### src/rtl/mbf_decimate_mc_pkg.sv
// mbf_decimate_mc_pkg: shared types and defaults for the multichannel decimator.
// Provides package mbf_pkg: config FSM state encoding, default widths, channel limit.
package mbf_pkg;
   typedef enum logic [1:0] {
      ST_RUN   = 2'd0,
      ST_APPLY = 2'd1,
      ST_DONE  = 2'd2
   } cfg_state_t;
   localparam int MBF_DATA_WIDTH   = 24;
   localparam int MBF_CH_W         = 4;
   localparam int MBF_DCEF_W       = 16;
   localparam int MBF_MAX_CHANNELS = 16;
   localparam int MBF_DCEF_DEFAULT = 2;
endpackage

### src/rtl/mbf_decimate_mc_if.sv
// mbf_decimate_mc_if: config handshake, TDM sample stream and error bus of the decimator.
// Ports: none (signals only). Modports: master drives cfg_*/din*/err_clr and observes the
// rest; slave (the decimator) receives cfg_*/din*/err_clr and drives cfg_ready/cfg_done,
// dout/dout_valid/dout_ch and err_ch.
interface mbf_decimate_mc_if
   import mbf_pkg::*;
#(
   parameter int DATA_WIDTH = MBF_DATA_WIDTH,
   parameter int CH_W       = MBF_CH_W,
   parameter int DCEF_W     = MBF_DCEF_W
) ();
   logic                  cfg_valid;
   logic                  cfg_ready;
   logic                  cfg_bcast;
   logic [CH_W-1:0]       cfg_ch;
   logic [DCEF_W-1:0]     cfg_dcef;
   logic                  cfg_done;
   logic [DATA_WIDTH-1:0] din;
   logic                  din_valid;
   logic [CH_W-1:0]       din_ch;
   logic [DATA_WIDTH-1:0] dout;
   logic                  dout_valid;
   logic [CH_W-1:0]       dout_ch;
   logic                  err_ch;
   logic                  err_clr;

   modport master (
      output cfg_valid, cfg_bcast, cfg_ch, cfg_dcef, din, din_valid, din_ch, err_clr,
      input  cfg_ready, cfg_done, dout, dout_valid, dout_ch, err_ch
   );
   modport slave (
      input  cfg_valid, cfg_bcast, cfg_ch, cfg_dcef, din, din_valid, din_ch, err_clr,
      output cfg_ready, cfg_done, dout, dout_valid, dout_ch, err_ch
   );
endinterface

### src/rtl/mbf_decimate_mc_cfg_fsm.sv
// mbf_decim_cfg_fsm: config handshake RUN -> APPLY -> DONE for the decimation table.
// Ports: CLK, nRST (async, active-low); i_cfg_valid/o_cfg_ready handshake with
// i_cfg_bcast, i_cfg_ch, i_cfg_dcef request; o_cfg_done pulse; table write controls
// o_wr_en/o_wr_bcast/o_wr_ch/o_wr_dcef (valid in APPLY); o_cfg_err pulse in APPLY for
// an out-of-range unicast channel.
module mbf_decim_cfg_fsm
   import mbf_pkg::*;
#(
   parameter int NUM_CH = MBF_MAX_CHANNELS,
   parameter int CH_W   = MBF_CH_W,
   parameter int DCEF_W = MBF_DCEF_W
) (
   input  logic              CLK,
   input  logic              nRST,
   input  logic              i_cfg_valid,
   input  logic              i_cfg_bcast,
   input  logic [CH_W-1:0]   i_cfg_ch,
   input  logic [DCEF_W-1:0] i_cfg_dcef,
   output logic              o_cfg_ready,
   output logic              o_cfg_done,
   output logic              o_wr_en,
   output logic              o_wr_bcast,
   output logic [CH_W-1:0]   o_wr_ch,
   output logic [DCEF_W-1:0] o_wr_dcef,
   output logic              o_cfg_err
);
   // one extra bit so NUM_CH == 2^CH_W is representable
   localparam logic [CH_W:0] LP_NUM_CH = (CH_W+1)'(NUM_CH);

   cfg_state_t        r_state;
   logic              r_ready;
   logic              r_done;
   logic              r_wr_en;
   logic              r_bcast;
   logic [CH_W-1:0]   r_ch;
   logic [DCEF_W-1:0] r_dcef;
   logic              r_err;
   logic              w_ch_ok;

   assign w_ch_ok = {1'b0, i_cfg_ch} < LP_NUM_CH;

   // write enable and error are set on acceptance so they are live during APPLY
   always_ff @(posedge CLK or negedge nRST) begin
      if (!nRST) begin
         r_state <= ST_RUN;
         r_ready <= 1'b1;
         r_done  <= 1'b0;
         r_wr_en <= 1'b0;
         r_bcast <= 1'b0;
         r_ch    <= '0;
         r_dcef  <= '0;
         r_err   <= 1'b0;
      end else begin
         case (r_state)
            ST_RUN: begin
               if (i_cfg_valid) begin
                  r_bcast <= i_cfg_bcast;
                  r_ch    <= i_cfg_ch;
                  r_dcef  <= i_cfg_dcef;
                  r_wr_en <= i_cfg_bcast || w_ch_ok;
                  r_err   <= !i_cfg_bcast && !w_ch_ok;
                  r_ready <= 1'b0;
                  r_state <= ST_APPLY;
               end
            end
            ST_APPLY: begin
               r_wr_en <= 1'b0;
               r_err   <= 1'b0;
               r_done  <= 1'b1;
               r_state <= ST_DONE;
            end
            ST_DONE: begin
               r_done  <= 1'b0;
               r_ready <= 1'b1;
               r_state <= ST_RUN;
            end
            default: begin
               r_wr_en <= 1'b0;
               r_err   <= 1'b0;
               r_done  <= 1'b0;
               r_ready <= 1'b1;
               r_state <= ST_RUN;
            end
         endcase
      end
   end

   assign o_cfg_ready = r_ready;
   assign o_cfg_done  = r_done;
   assign o_wr_en     = r_wr_en;
   assign o_wr_bcast  = r_bcast;
   assign o_wr_ch     = r_ch;
   assign o_wr_dcef   = r_dcef;
   assign o_cfg_err   = r_err;
endmodule

### src/rtl/mbf_decimate_mc.sv
// mbf_decimate_mc: multichannel TDM decimator keeping one sample in every dcef[ch] per channel.
// Ports: CLK, nRST (async, active-low); bus (mbf_decimate_mc_if.slave) carrying the config
// handshake (cfg_valid/cfg_ready/cfg_bcast/cfg_ch/cfg_dcef/cfg_done), the input stream
// (din/din_valid/din_ch), the registered output (dout/dout_valid/dout_ch) and the sticky
// channel error (err_ch/err_clr).
module mbf_decimate_mc
   import mbf_pkg::*;
#(
   parameter int DATA_WIDTH   = MBF_DATA_WIDTH,
   parameter int NUM_CH       = MBF_MAX_CHANNELS,
   parameter int CH_W         = MBF_CH_W,
   parameter int DCEF_W       = MBF_DCEF_W,
   parameter int DCEF_DEFAULT = MBF_DCEF_DEFAULT
) (
   input logic                CLK,
   input logic                nRST,
   mbf_decimate_mc_if.slave   bus
);
   localparam logic [CH_W:0] LP_NUM_CH = (CH_W+1)'(NUM_CH);

   logic [DCEF_W-1:0]     r_dcef [NUM_CH];
   logic [DCEF_W-1:0]     r_cnt  [NUM_CH];
   logic [DATA_WIDTH-1:0] r_dout;
   logic [CH_W-1:0]       r_dout_ch;
   logic                  r_dout_valid;
   logic                  r_err;

   logic                  w_wr_en;
   logic                  w_wr_bcast;
   logic [CH_W-1:0]       w_wr_ch;
   logic [DCEF_W-1:0]     w_wr_dcef;
   logic                  w_cfg_err;
   logic                  w_ch_ok;
   logic                  w_in_ok;
   logic                  w_in_bad;
   logic [CH_W-1:0]       w_idx;
   logic [DCEF_W-1:0]     w_dcef;
   logic [DCEF_W-1:0]     w_cnt;
   logic [DCEF_W:0]       w_eff;
   logic [DCEF_W:0]       w_inc;
   logic [DCEF_W-1:0]     w_nxt;
   logic                  w_keep;

   mbf_decim_cfg_fsm #(
      .NUM_CH (NUM_CH),
      .CH_W   (CH_W),
      .DCEF_W (DCEF_W)
   ) u_cfg (
      .CLK         (CLK),
      .nRST        (nRST),
      .i_cfg_valid (bus.cfg_valid),
      .i_cfg_bcast (bus.cfg_bcast),
      .i_cfg_ch    (bus.cfg_ch),
      .i_cfg_dcef  (bus.cfg_dcef),
      .o_cfg_ready (bus.cfg_ready),
      .o_cfg_done  (bus.cfg_done),
      .o_wr_en     (w_wr_en),
      .o_wr_bcast  (w_wr_bcast),
      .o_wr_ch     (w_wr_ch),
      .o_wr_dcef   (w_wr_dcef),
      .o_cfg_err   (w_cfg_err)
   );

   assign w_ch_ok  = {1'b0, bus.din_ch} < LP_NUM_CH;
   assign w_in_ok  = bus.din_valid && w_ch_ok;
   assign w_in_bad = bus.din_valid && !w_ch_ok;
   // table is only addressed by a range-checked channel
   assign w_idx    = w_in_ok ? bus.din_ch : '0;
   assign w_dcef   = r_dcef[w_idx];
   assign w_cnt    = r_cnt[w_idx];
   // factor 0 behaves as 1; extra bit keeps cnt+1 from wrapping at the maximum factor
   assign w_eff    = (w_dcef == '0) ? (DCEF_W+1)'(1) : {1'b0, w_dcef};
   assign w_inc    = {1'b0, w_cnt} + (DCEF_W+1)'(1);
   assign w_nxt    = (w_inc >= w_eff) ? '0 : w_inc[DCEF_W-1:0];
   assign w_keep   = w_in_ok && (w_cnt == '0);

   // a config write clears the counter and takes priority over the datapath increment
   always_ff @(posedge CLK or negedge nRST) begin
      if (!nRST) begin
         for (int c = 0; c < NUM_CH; c++) begin
            r_dcef[c] <= DCEF_W'(DCEF_DEFAULT);
            r_cnt[c]  <= '0;
         end
      end else begin
         for (int c = 0; c < NUM_CH; c++) begin
            if (w_wr_en && (w_wr_bcast || w_wr_ch == CH_W'(c))) begin
               r_dcef[c] <= w_wr_dcef;
               r_cnt[c]  <= '0;
            end else if (w_in_ok && bus.din_ch == CH_W'(c)) begin
               r_cnt[c]  <= w_nxt;
            end
         end
      end
   end

   always_ff @(posedge CLK or negedge nRST) begin
      if (!nRST) begin
         r_dout       <= '0;
         r_dout_ch    <= '0;
         r_dout_valid <= 1'b0;
         r_err        <= 1'b0;
      end else begin
         r_dout_valid <= w_keep;
         if (w_keep) begin
            r_dout    <= bus.din;
            r_dout_ch <= bus.din_ch;
         end
         // a new error wins over a simultaneous clear
         r_err <= (w_in_bad || w_cfg_err) ? 1'b1 : (bus.err_clr ? 1'b0 : r_err);
      end
   end

   assign bus.dout       = r_dout;
   assign bus.dout_ch    = r_dout_ch;
   assign bus.dout_valid = r_dout_valid;
   assign bus.err_ch     = r_err;
endmodule

### src/flat_wrapper.sv
// flat-port wrapper written by rule: the top's interface ports become plain ports
module mbf_decimate_mc_flat import mbf_pkg::*;
#(
   parameter int DATA_WIDTH   = MBF_DATA_WIDTH,
   parameter int NUM_CH       = MBF_MAX_CHANNELS,
   parameter int CH_W         = MBF_CH_W,
   parameter int DCEF_W       = MBF_DCEF_W,
   parameter int DCEF_DEFAULT = MBF_DCEF_DEFAULT
)
  (CLK, nRST, bus_cfg_valid, bus_cfg_bcast, bus_cfg_ch, bus_cfg_dcef, bus_din, bus_din_valid, bus_din_ch, bus_err_clr, bus_cfg_ready, bus_cfg_done, bus_dout, bus_dout_valid, bus_dout_ch, bus_err_ch);
  mbf_decimate_mc_if #(.DATA_WIDTH(DATA_WIDTH), .CH_W(CH_W), .DCEF_W(DCEF_W)) bus_i ();
  input logic CLK;
  input logic nRST;
  input wire logic [$bits(bus_i.cfg_valid)-1:0] bus_cfg_valid;
  input wire logic [$bits(bus_i.cfg_bcast)-1:0] bus_cfg_bcast;
  input wire logic [$bits(bus_i.cfg_ch)-1:0] bus_cfg_ch;
  input wire logic [$bits(bus_i.cfg_dcef)-1:0] bus_cfg_dcef;
  input wire logic [$bits(bus_i.din)-1:0] bus_din;
  input wire logic [$bits(bus_i.din_valid)-1:0] bus_din_valid;
  input wire logic [$bits(bus_i.din_ch)-1:0] bus_din_ch;
  input wire logic [$bits(bus_i.err_clr)-1:0] bus_err_clr;
  output wire logic [$bits(bus_i.cfg_ready)-1:0] bus_cfg_ready;
  output wire logic [$bits(bus_i.cfg_done)-1:0] bus_cfg_done;
  output wire logic [$bits(bus_i.dout)-1:0] bus_dout;
  output wire logic [$bits(bus_i.dout_valid)-1:0] bus_dout_valid;
  output wire logic [$bits(bus_i.dout_ch)-1:0] bus_dout_ch;
  output wire logic [$bits(bus_i.err_ch)-1:0] bus_err_ch;
  assign bus_i.cfg_valid = bus_cfg_valid;
  assign bus_i.cfg_bcast = bus_cfg_bcast;
  assign bus_i.cfg_ch = bus_cfg_ch;
  assign bus_i.cfg_dcef = bus_cfg_dcef;
  assign bus_i.din = bus_din;
  assign bus_i.din_valid = bus_din_valid;
  assign bus_i.din_ch = bus_din_ch;
  assign bus_i.err_clr = bus_err_clr;
  assign bus_cfg_ready = bus_i.cfg_ready;
  assign bus_cfg_done = bus_i.cfg_done;
  assign bus_dout = bus_i.dout;
  assign bus_dout_valid = bus_i.dout_valid;
  assign bus_dout_ch = bus_i.dout_ch;
  assign bus_err_ch = bus_i.err_ch;
  mbf_decimate_mc #(.DATA_WIDTH(DATA_WIDTH), .NUM_CH(NUM_CH), .CH_W(CH_W), .DCEF_W(DCEF_W), .DCEF_DEFAULT(DCEF_DEFAULT)) u_core (.CLK(CLK), .nRST(nRST), .bus(bus_i));
endmodule
### config.mk
export PLATFORM = sky130hd
export DESIGN_NAME = mbf_decimate_mc_flat
export DESIGN_NICKNAME = d
export VERILOG_FILES = /design/src/rtl/mbf_decimate_mc_pkg.sv /design/src/rtl/mbf_decimate_mc_if.sv /design/src/rtl/mbf_decimate_mc_cfg_fsm.sv /design/src/rtl/mbf_decimate_mc.sv /design/src/flat_wrapper.sv
export SDC_FILE = /design/constraint.sdc
export NUM_CORES = 1
export LEC_CHECK = 0
export CORE_ASPECT_RATIO = 1.25
export CORE_MARGIN = 4
export CORE_UTILIZATION = 62
export CTS_CLUSTER_DIAMETER = 80
export DETAILED_ROUTE_END_ITERATION = 16
export PLACE_DENSITY = 0.8
export SYNTH_ARGS = -nofsm -noshare
export SYNTH_HDL_FRONTEND = slang
export SYNTH_HIERARCHICAL = 1
export SYNTH_SLANG_ARGS = --single-unit
### constraint.sdc
create_clock -name CLK -period 6.1 [get_ports CLK]
set_input_delay 1.22 -clock CLK [delete_from_list [all_inputs] [get_ports CLK]]
set_output_delay 1.22 -clock CLK [all_outputs]
set_load 0.03 [all_outputs]
# Word-level counts from Yosys, hierarchy flattened
# Cells that the tools add are included.
[word_totals]
in_bits = 54
word_cells = 208
regBits = 569
out_inout_bits = 32
[op_classes]
mux = 51
reduce_logical = 74
add_sub_neg = 1
n_bitwise = 3
n_lt_le_gt_ge = 2
eq_ne = 33
[op_table]
columns = ["op", "count"]
rows = [
  ["$mux W16", 38],
  ["$bmux W16 S4", 2],
  ["$eq A4 B4 Y1 const B", 16],
  ["$reduce_bool A2 Y1", 17],
  ["$logic_and A1 B1 Y1", 33],
  ["$eq A4 B3 Y1 const B", 8],
  ["$logic_not A16 Y1", 2],
  ["$add A16 B1 Y17 const B", 1],
  ["$ge A17 B17 Y1", 1],
  ["$eq A4 B2 Y1 const B", 4],
  ["$logic_or A1 B1 Y1", 16],
  ["$eq A4 B1 Y1 const B", 2],
  ["$logic_not A4 Y1", 2],
  ["$pmux W1 S2", 4],
  ["$reduce_and A2 Y1", 3],
  ["$ge A5 B5 Y1 const B", 1],
  ["$not A4 Y5", 1],
  ["$mux W1", 4],
  ["$mux W4", 1],
  ["$pmux W2 S2", 1],
  ["$eq A2 B1 Y1 const B", 1],
  ["$eq A2 B2 Y1 const B", 1],
  ["$logic_not A2 Y1", 1],
  ["$mux W2", 1],
  ["other kinds (2)", 3],
]

# Depth between registers and ports, before layout
# Gate-level depths: netlist of the first run.
[logic_depth]
depth_word = 11
ltp_mapped = 27
depth_no_buf = 21

# Hierarchy
# Netlist of the first run, hierarchy kept.
[by_module_without_submodules]
columns = ["module", "cells_per_inst", "area_each_um2", "seq_area_each_um2", "instances"]
rows = [
  ["mbf_decimate_mc", 2813, 26157.6, 13583.0, 1],
  ["mbf_decim_cfg_fsm", 60, 983.4, 651.9, 1],
]

# Least setup slack after synthesis of the first run
# OpenSTA, ideal clock, no wires.
[synth_timing]
path_kind = "input to register"
startpoint = "in bus_din_valid"
endpoint = "reg u_core/r_cnt[180] (netlist bit)"
required_ps = 6034
arrival_time_ps = 6386
n_path_buf = 9
cell_stages = 25
setup_ps = 66
setup_slack_ps = -353
path_cell_list = "buf_4 > buf_6 > nand2_1 > buf_2 > buf_1 > clkbuf_1 > clkbuf_1 > o21ai_0 > inv_1 > ha_1 > nand3_2 > nor2_4 > o21ai_0 > xor2_1 > clkbuf_1 > inv_1 > ha_1 > and4_1 > a221oi_1 > a21oi_1 > o21ai_1 > and2_1 > clkbuf_1 > clkbuf_1 > a22o_1"
[synth_via]
elab_chain_cells = 11
word_cells_on_any_way = 17
cone_classes = "1 x add/sub; 1 x order compare; 11 x mux; 1 x bitwise; 3 x reduce/logical"
[synth_lines]
columns = ["element", "line", "rtl"]
rows = [
  ["start: declaration", "flat_wrapper.sv:19", "input wire logic [$bits(bus_i.din_valid)-1:0] bus_din_valid;"],
  ["parallel branches: the longest is 11 deep, another holds $add A16 B1 Y17", "--", ""],
  ["end signal: indexed assignment", "mbf_decimate_mc.sv:90", "r_cnt[c] <= w_nxt;"],
  ["end: declaration", "mbf_decimate_mc.sv:22", "logic [DCEF_W-1:0] r_cnt [NUM_CH];"],
]
# Several ways; the timed one is not identified. The select of a mux whose other input is x is not followed.
# A chain may end at the register's enable or synchronous reset.

# Worst setup path in the final report of the first run
[layout_timing]
startpoint = "in bus_din_ch[2]"
endpoint = "reg u_core/r_cnt[211] (netlist bit)"
[layout_via]
elab_chain_cells = 11
word_cells_on_any_way = 18
cone_classes = "1 x add/sub; 1 x order compare; 1 x eq/ne; 11 x mux; 1 x bitwise; 3 x reduce/logical"
[layout_lines]
columns = ["element", "line", "rtl"]
rows = [
  ["start: declaration", "flat_wrapper.sv:20", "input wire logic [$bits(bus_i.din_ch)-1:0] bus_din_ch;"],
  ["parallel branches: the longest is 11 deep, another holds $add A16 B1 Y17", "--", ""],
]
# Several ways; the timed one is not identified. The select of a mux whose other input is x is not followed.

==> impl_metrics.csv, run 1 <==
group,metric,value,unit
clock_tree,clkLatencyLatePin,0.63,ns
cells_and_area,area_delta_synth_final,16.5,%
pwr,vdd_drop_max,0.377,mV
clock_tree,cts_max_path_buffers,3,
global_routing,grt-busiest-layer,"met2",
placed_design,gp_congestion,1.02,
setup_path,crit-reg2reg-launch,"u_core/r_cnt[225]",
cells_and_area,finalNetCount,3105,
synth,synthTopCellsByCount,"nand2_1 (1,036), dfrtp_1 (551), o21ai_0 (137)",
sta,skew,0.0199,ns
setup_path,arrival,6.22,ns
die,core_area,43200,um2
global_routing,grt_util_met2,65.2,%
synth,synth.distinct_cells,95,
cells_and_area,stdcell_area,31600,um2
global_routing,grt_pass1_wl,146,mm
sta,fin_hold_ws,0.458,ns
clock_tree,post_cts_buffers,0,
synth,synth_edf_count,0,
sta,worst_slew_pin_slew,1.30,ns
clock_tree,cts_root_buffer,"clkbuf_16",
sta,hold_viol_final,0,
detailed_routing,wl_per_cell,26.4,um
clock_tree,tritoncts,"yes",
cells_and_area,fin_util,73.2,%
placed_design,place_area,29700,um2
sta,period_needed,5.69,ns
synth,syn_area,27100,um2
placed_design,hpwl,67.3,mm
clock_tree,clock_sinks,568,
synth,synth-main-ff-cell,"dfrtp_1",
synth,synthArstFlopShare,100,%
global_routing,grt_overflow,0,
setup_path,start_kind,"input port",
global_routing,antenna_found_initial,2,
placed_design,post-place-ws,-0.0449,ns
detailed_routing,via_count,24100,
detailed_routing,viasPerCell,6.63,
synth,yosysWarnings,6,
synth,syn_avg_cell_area,9.45,um2
cells_and_area,layout-drive-gt1-share,15.4,%
setup_path,r2r_cells,22,
min_path,hold_path.class,"register to register",
die,io_pins,86,
synth,syn_nets,2945,
synth,synth_largest_area_cell,"dfrtp_1",
global_routing,grt_use_met3,6.75,%
global_routing,track_usage,40.1,%
die,row_count,85,
clock_tree,htreeDepth,2,
sta,maxSlewHeadroom,13.0,%
min_path,min_from,"u_core/r_dcef[97]",
global_routing,grt_max_degree,149,
clock_tree,cts_buffers,56,
setup_path,r2r-end,"u_core/r_cnt[211]",
die,die-area,47200,um2
clock_tree,cts_resized,0,
detailed_routing,firstDrtPassIters,5,
flow_run,cap_violations,0,
min_path,holdPathStages,2,
sta,slew_viol_final,0,
synth,netlist.area_leader.share,50.8,%
synth,synthTopCellsByArea,"dfrtp_1 (51%), nand2_1 (14%), a22o_1 (3.9%), mux2_2 (2.9%), mux2i_1 (2.6%)",
cells_and_area,fillerInstances,3128,
synth,synthCells,2873,
synth,synth_most_common_cell,"nand2_1",
min_path,min_to,"u_core/r_dcef[97]",
detailed_routing,drt-total-wl,96.2,mm
synth,yosysSeqAreaShare,52.4,%
sta,fin_setup_tns,0,ns
setup_path,crit_fanout,15,
sta,finalWorstSetupSlack,0.407,ns
pwr,power_density,395,nW/um2
global_routing,use_met1,48.7,%
detailed_routing,ant_nets,0,
global_routing,grt_pass1_vias,24400,
pwr,p_leak,15.2,nW
status,status,"finished clean",
sta,period_share,93.3,%
clock_tree,holdBufCountCts,0,
detailed_routing,drt_iter0_drc,2769,
setup_path,path_class,"input port to register",
sta,setup_viol,0,
setup_path,crit_required,6.63,ns
die,initial_utilization,62.9,%
die,die_height,242,um
setup_path,crit_path_end_kind,"register",
setup_path,r2r_slack,1.44,ns
synth,synth_seq_cells,568,
sta,fmax,176,MHz
die,die_w,195,um
sta,rsz0062_at_grt,"false",
detailed_routing,drc_errors,0,
placed_design,port_buffers,85,
clock_tree,path_clk_slew,0.06,ns
## metrics by stage
stage | power [mW] | instances
2_1_floorplan | 7.32 | 2873
3_3_place_gp | 8.62 | 3540
3_5_place_dp | 8.79 | 3540
4_1_cts | 12.4 | 3642
5_1_grt | 13.0 | 3643
6_report | 12.5 | 3643
## cells by family after synthesis
group | synth area share, %
simple gates | 19.6
compound gates | 15.6
flops | 52.4
buf+inv | 4.20
mux | 6.77
fa+ha+maj | 0.830
xor+xnor | 0.475
other cells | 0.0138
## worst max-delay path by stage
stage,startpoint,end,slack [ns],depth (start not counted)
2_1_floorplan,bus_din_valid,u_core/r_cnt[217],0.03,24
3_3_place_gp,bus_din_ch[2],u_core/r_cnt[211],0.07,24
3_5_place_dp,bus_din_ch[2],u_core/r_cnt[151],-0.04,24
4_1_cts,bus_din_ch[2],u_core/r_cnt[151],0.59,23
5_1_grt,bus_din_ch[2],u_core/r_cnt[211],0.03,24
6_report,bus_din_ch[2],u_core/r_cnt[211],0.41,25
## final cells by class
class                           instances  area (um2)  area share [%]
Multi-Input combinational cell       2073       11800            37.4
Tap cell                              565         707            2.24
Clock inverter                         21         303           0.958
Sequential cell                       568       14200            45.0
Clock buffer                           81        1630            5.14
Antenna cell                            1        2.50         0.00791
Timing Repair Buffer                  308        2830            8.96
Inverter                               26        97.6           0.309
## state kept, by name (all words and copies together) (netlist names)
register / flops
u_core/bus.dout_ch: 4
u_core/u_cfg/o_wr_ch: 4
u_core/bus.dout: 24
u_core/r_cnt: 256
u_core/bus.err_ch: 1
u_core/u_cfg/o_wr_bcast: 1
u_core/u_cfg/o_cfg_done: 1
u_core/u_cfg/o_wr_en: 1
u_core/u_cfg/o_cfg_ready: 1
u_core/bus.dout_valid: 1
u_core/r_dcef: 256
u_core/u_cfg/r_state: 2
u_core/u_cfg/o_wr_dcef: 16
## power by group
part | internal [mW] | total (mW) | switching [mW]
Sequential | 4.77 | 5.56 | 0.793
Clock | 2.11 | 3.63 | 1.52
Combinational | 1.22 | 3.29 | 2.08
## routing by layer
layer	up-vias	wire, um
met3	435	8230
met2	1581	45900
met4	2	8380
li1	10200	-
met5	-	17
met1	11900	33600
## worst max-delay path, stage by stage
cell	delay (ns)
clkdlybuf4s50_1	0.55
buf_4	0.29
nand2_2	0.14
buf_12	0.17
a21oi_1	0.13
o21ai_0	0.09
o21ai_0	0.23
o21ai_0	0.20
inv_1	0.09
ha_1	0.18
nand3_2	0.13
nor2_4	0.14
o21ai_0	0.12
xor2_1	0.30
inv_1	0.10
ha_1	0.31
and4_1	0.23
a221oi_1	0.25
a21oi_1	0.13
o21a_1	0.21
buf_12	0.16
buf_4	0.17
nor3_2	0.29
nand2_1	0.16
o21ai_0	0.21
## layout by cell type, fill, tap and decap left out, drive strengths merged, types with 22 or more instances in the layout
cell type      count
inv               22
nor3              32
mux2i             71
nand3             25
a21oi             69
a22o             122
o221ai            62
buf              227
nor2              82
dfrtp            551
o21ai            168
nand2b            24
clkbuf            81
mux2              72
clkdlybuf4s50     81
a31oi             38
nand2           1037
No activity file was read; power rests on OpenSTA's default activity.
==> run 2, diff against run 1 <==
- GPL_ROUTABILITY_DRIVEN: not set -> 0
==> run 2 against run 1 <==
  * Clock-buffer cell count grew 6
  * Largest power group unchanged
  * Sequential cell count is the same
  * Final area shrank 0.99%
  * Sequential power shrank 0.7%
  * Highest routed layer is now met4
  * Combinational power is essentially flat
  * Non-clock buffer count shrank 13
  * Critical path depth shrank 4
==> impl_metrics.csv, run 2 (same netlist as run 1, synthesis figures left out) <==
group,metric,value,unit
setup_path,path_buf_inv,4,
sta,maxSlewHeadroom,8.24,%
detailed_routing,ant_nets,0,
cells_and_area,layout-drive-gt1-share,14.9,%
global_routing,grt_pass1_vias,24500,
placed_design,port_buffers,85,
clock_tree,clkLatencyLatePin,0.65,ns
die,die_w,195,um
cells_and_area,area_delta_synth_final,15.4,%
setup_path,crit_required,6.63,ns
setup_path,crit_path_end_kind,"register",
sta,finalWorstSetupSlack,0.279,ns
setup_path,crit-reg2reg-launch,"u_core/r_dcef[23]",
die,core_area,43200,um2
clock_tree,cts_root_buffer,"clkbuf_16",
cells_and_area,layout_common_cells,"nand2_1 (1,033), dfrtp_1 (551), buf_4 (192)",
setup_path,r2r_slack,1.41,ns
status,status,"finished clean",
die,die-area,47200,um2
setup_path,crit_path_max_incr_delay,0.65,ns
global_routing,grt_overflow,0,
clock_tree,tritoncts,"yes",
detailed_routing,via_count,24200,
min_path,hold_path.class,"register to register",
die,die_height,242,um
clock_tree,path_clk_slew,0.06,ns
min_path,holdPathStages,2,
detailed_routing,drt_iter0_drc,3396,
cells_and_area,final_common_cell,"nand2_1",
min_path,min_from,"u_core/r_dcef[1]",
clock_tree,cts_max_path_buffers,3,
flow_run,cap_violations,0,
die,initial_utilization,62.9,%
setup_path,cpMaxStageDelayCell,"o41ai_1",
setup_path,crit_family,"compound AO/OA/AOI/OAI gates",
sta,hold_viol_final,0,
cells_and_area,fin_util,72.5,%
detailed_routing,viasPerCell,6.66,
clock_tree,cts_buffers,56,
sta,setup_viol,0,
sta,period_share,95.4,%
setup_path,arrival,6.35,ns
setup_path,path_class,"input port to register",
detailed_routing,firstDrtPassIters,6,
pwr,p_leak,15.1,nW
cells_and_area,num_antenna_cells,0,
global_routing,grt_pass1_wl,140,mm
cells_and_area,fillerInstances,3076,
pwr,power_density,389,nW/um2
setup_path,crit_fanout,29,
die,io_pins,86,
detailed_routing,drc_errors,0,
setup_path,r2r-end,"u_core/r_cnt[156]",
global_routing,grt_max_degree,179,
cells_and_area,seqCellArea,14200,um2
detailed_routing,drt-total-wl,90.7,mm
clock_tree,cts_resized,0,
setup_path,start_kind,"input port",
placed_design,hpwl,60.4,mm
sta,skew,0.0239,ns
sta,worst_slew_pin_slew,1.37,ns
clock_tree,post_cts_buffers,0,
global_routing,antenna_found_initial,0,
clock_tree,htreeDepth,2,
sta,period_needed,5.82,ns
setup_path,path_cells,"buf_2, nand3b_2, buf_4, o221ai_1, a21oi_1, o41ai_1, nand4_1, or3_1, o31ai_1, ha_1, nand2b_1, a211oi_1, o21ai_0, nand3_1, a21oi_1, o21a_1, buf_12, nor2_1, buf_4, nand3_1, o21ai_0",
sta,fmax,172,MHz
sta,rsz0062_at_grt,"false",
placed_design,post-place-ws,-0.0571,ns
clock_tree,clock_sinks,568,
global_routing,track_usage,37.9,%
detailed_routing,wl_per_cell,25.0,um
sta,slew_viol_final,0,
cells_and_area,finalNetCount,3092,
pwr,vdd_drop_max,0.364,mV
clock_tree,holdBufCountCts,0,
cells_and_area,multi_input_area,11800,um2
setup_path,r2r_cells,19,
min_path,min_to,"u_core/r_dcef[1]",
die,row_count,85,
run 2: cell count changes in the layout (fill, tap and decap cells not counted), sizes merged:
cell,delta
inv,-3
bufinv,-6
clkinvlp,-2
diode,-1
buf,-13
clkbuf,+6
clkinv,+4
run 2: how the worst max path moves through the flow:
stage	from	end	slack, ns	cells past startpoint
global placement	bus_din_valid	u_core/r_cnt[192]	0.14	22
global route	bus_din_valid	u_core/r_cnt[156]	0.05	21
CTS	bus_din_valid	u_core/r_cnt[135]	0.48	20
floorplan	bus_din_valid	u_core/r_cnt[217]	0.03	24
detailed placement	bus_din_ch[2]	u_core/r_cnt[31]	-0.06	20
finish	bus_din_valid	u_core/r_cnt[156]	0.28	21
run 2: final cells by class:
cell class,count,share of cell area [%]
flip-flops and latches,568,45.5
multi-input cells,2073,37.7
repair buffers,295,8.54
clock buffers,87,5.33
well taps,565,2.26
clock inverters,14,0.360
inverters,26,0.312
run 2: stage by stage:
step / cell area, um2 / TNS (ns) / std cells / hold slack, ns / total power [mW]
after floorplan: 27200 / 0 / 2873 / 0.437 / 7.32
after global placement: 29500 / 0 / 3527 / 0.445 / 8.51
after detailed placement: 29500 / -0.312 / 3527 / 0.448 / 8.72
after CTS: 31300 / 0 / 3628 / 0.458 / 12.1
after global routing: 31300 / 0 / 3628 / 0.471 / 12.8
final: 31300 / 0 / 3628 / 0.456 / 12.2
run 2: worst register-to-register path, delay by kind of cell, from the launching register on:
family	cells	cell delay, ns
and+or+nand+nor	6	1.16
DFF	1	0.40
buffers and inverters	3	0.48
adders and majority gates	1	0.27
AOI/OAI and AO/OA	9	2.25
run 2: power by group:
part	internal (mW)	leakage, nW	switching (mW)
combinational	1.20	6.79	2.09
clock	1.88	0.879	1.50
sequential	4.77	7.39	0.751
run 2: metal layers:
| layer | GRT usage, % | part of all wire [%] | vias to the layer above |
|---|---|---|---|
| li1 | - | - | 10200 |
| met1 | 46.5 | 34 | 11600 |
| met2 | 58.5 | 45 | 1812 |
| met3 | 8.75 | 11 | 534 |
| met4 | 28.7 | 9.7 | 0 |
| met5 | 0 | 0 | - |
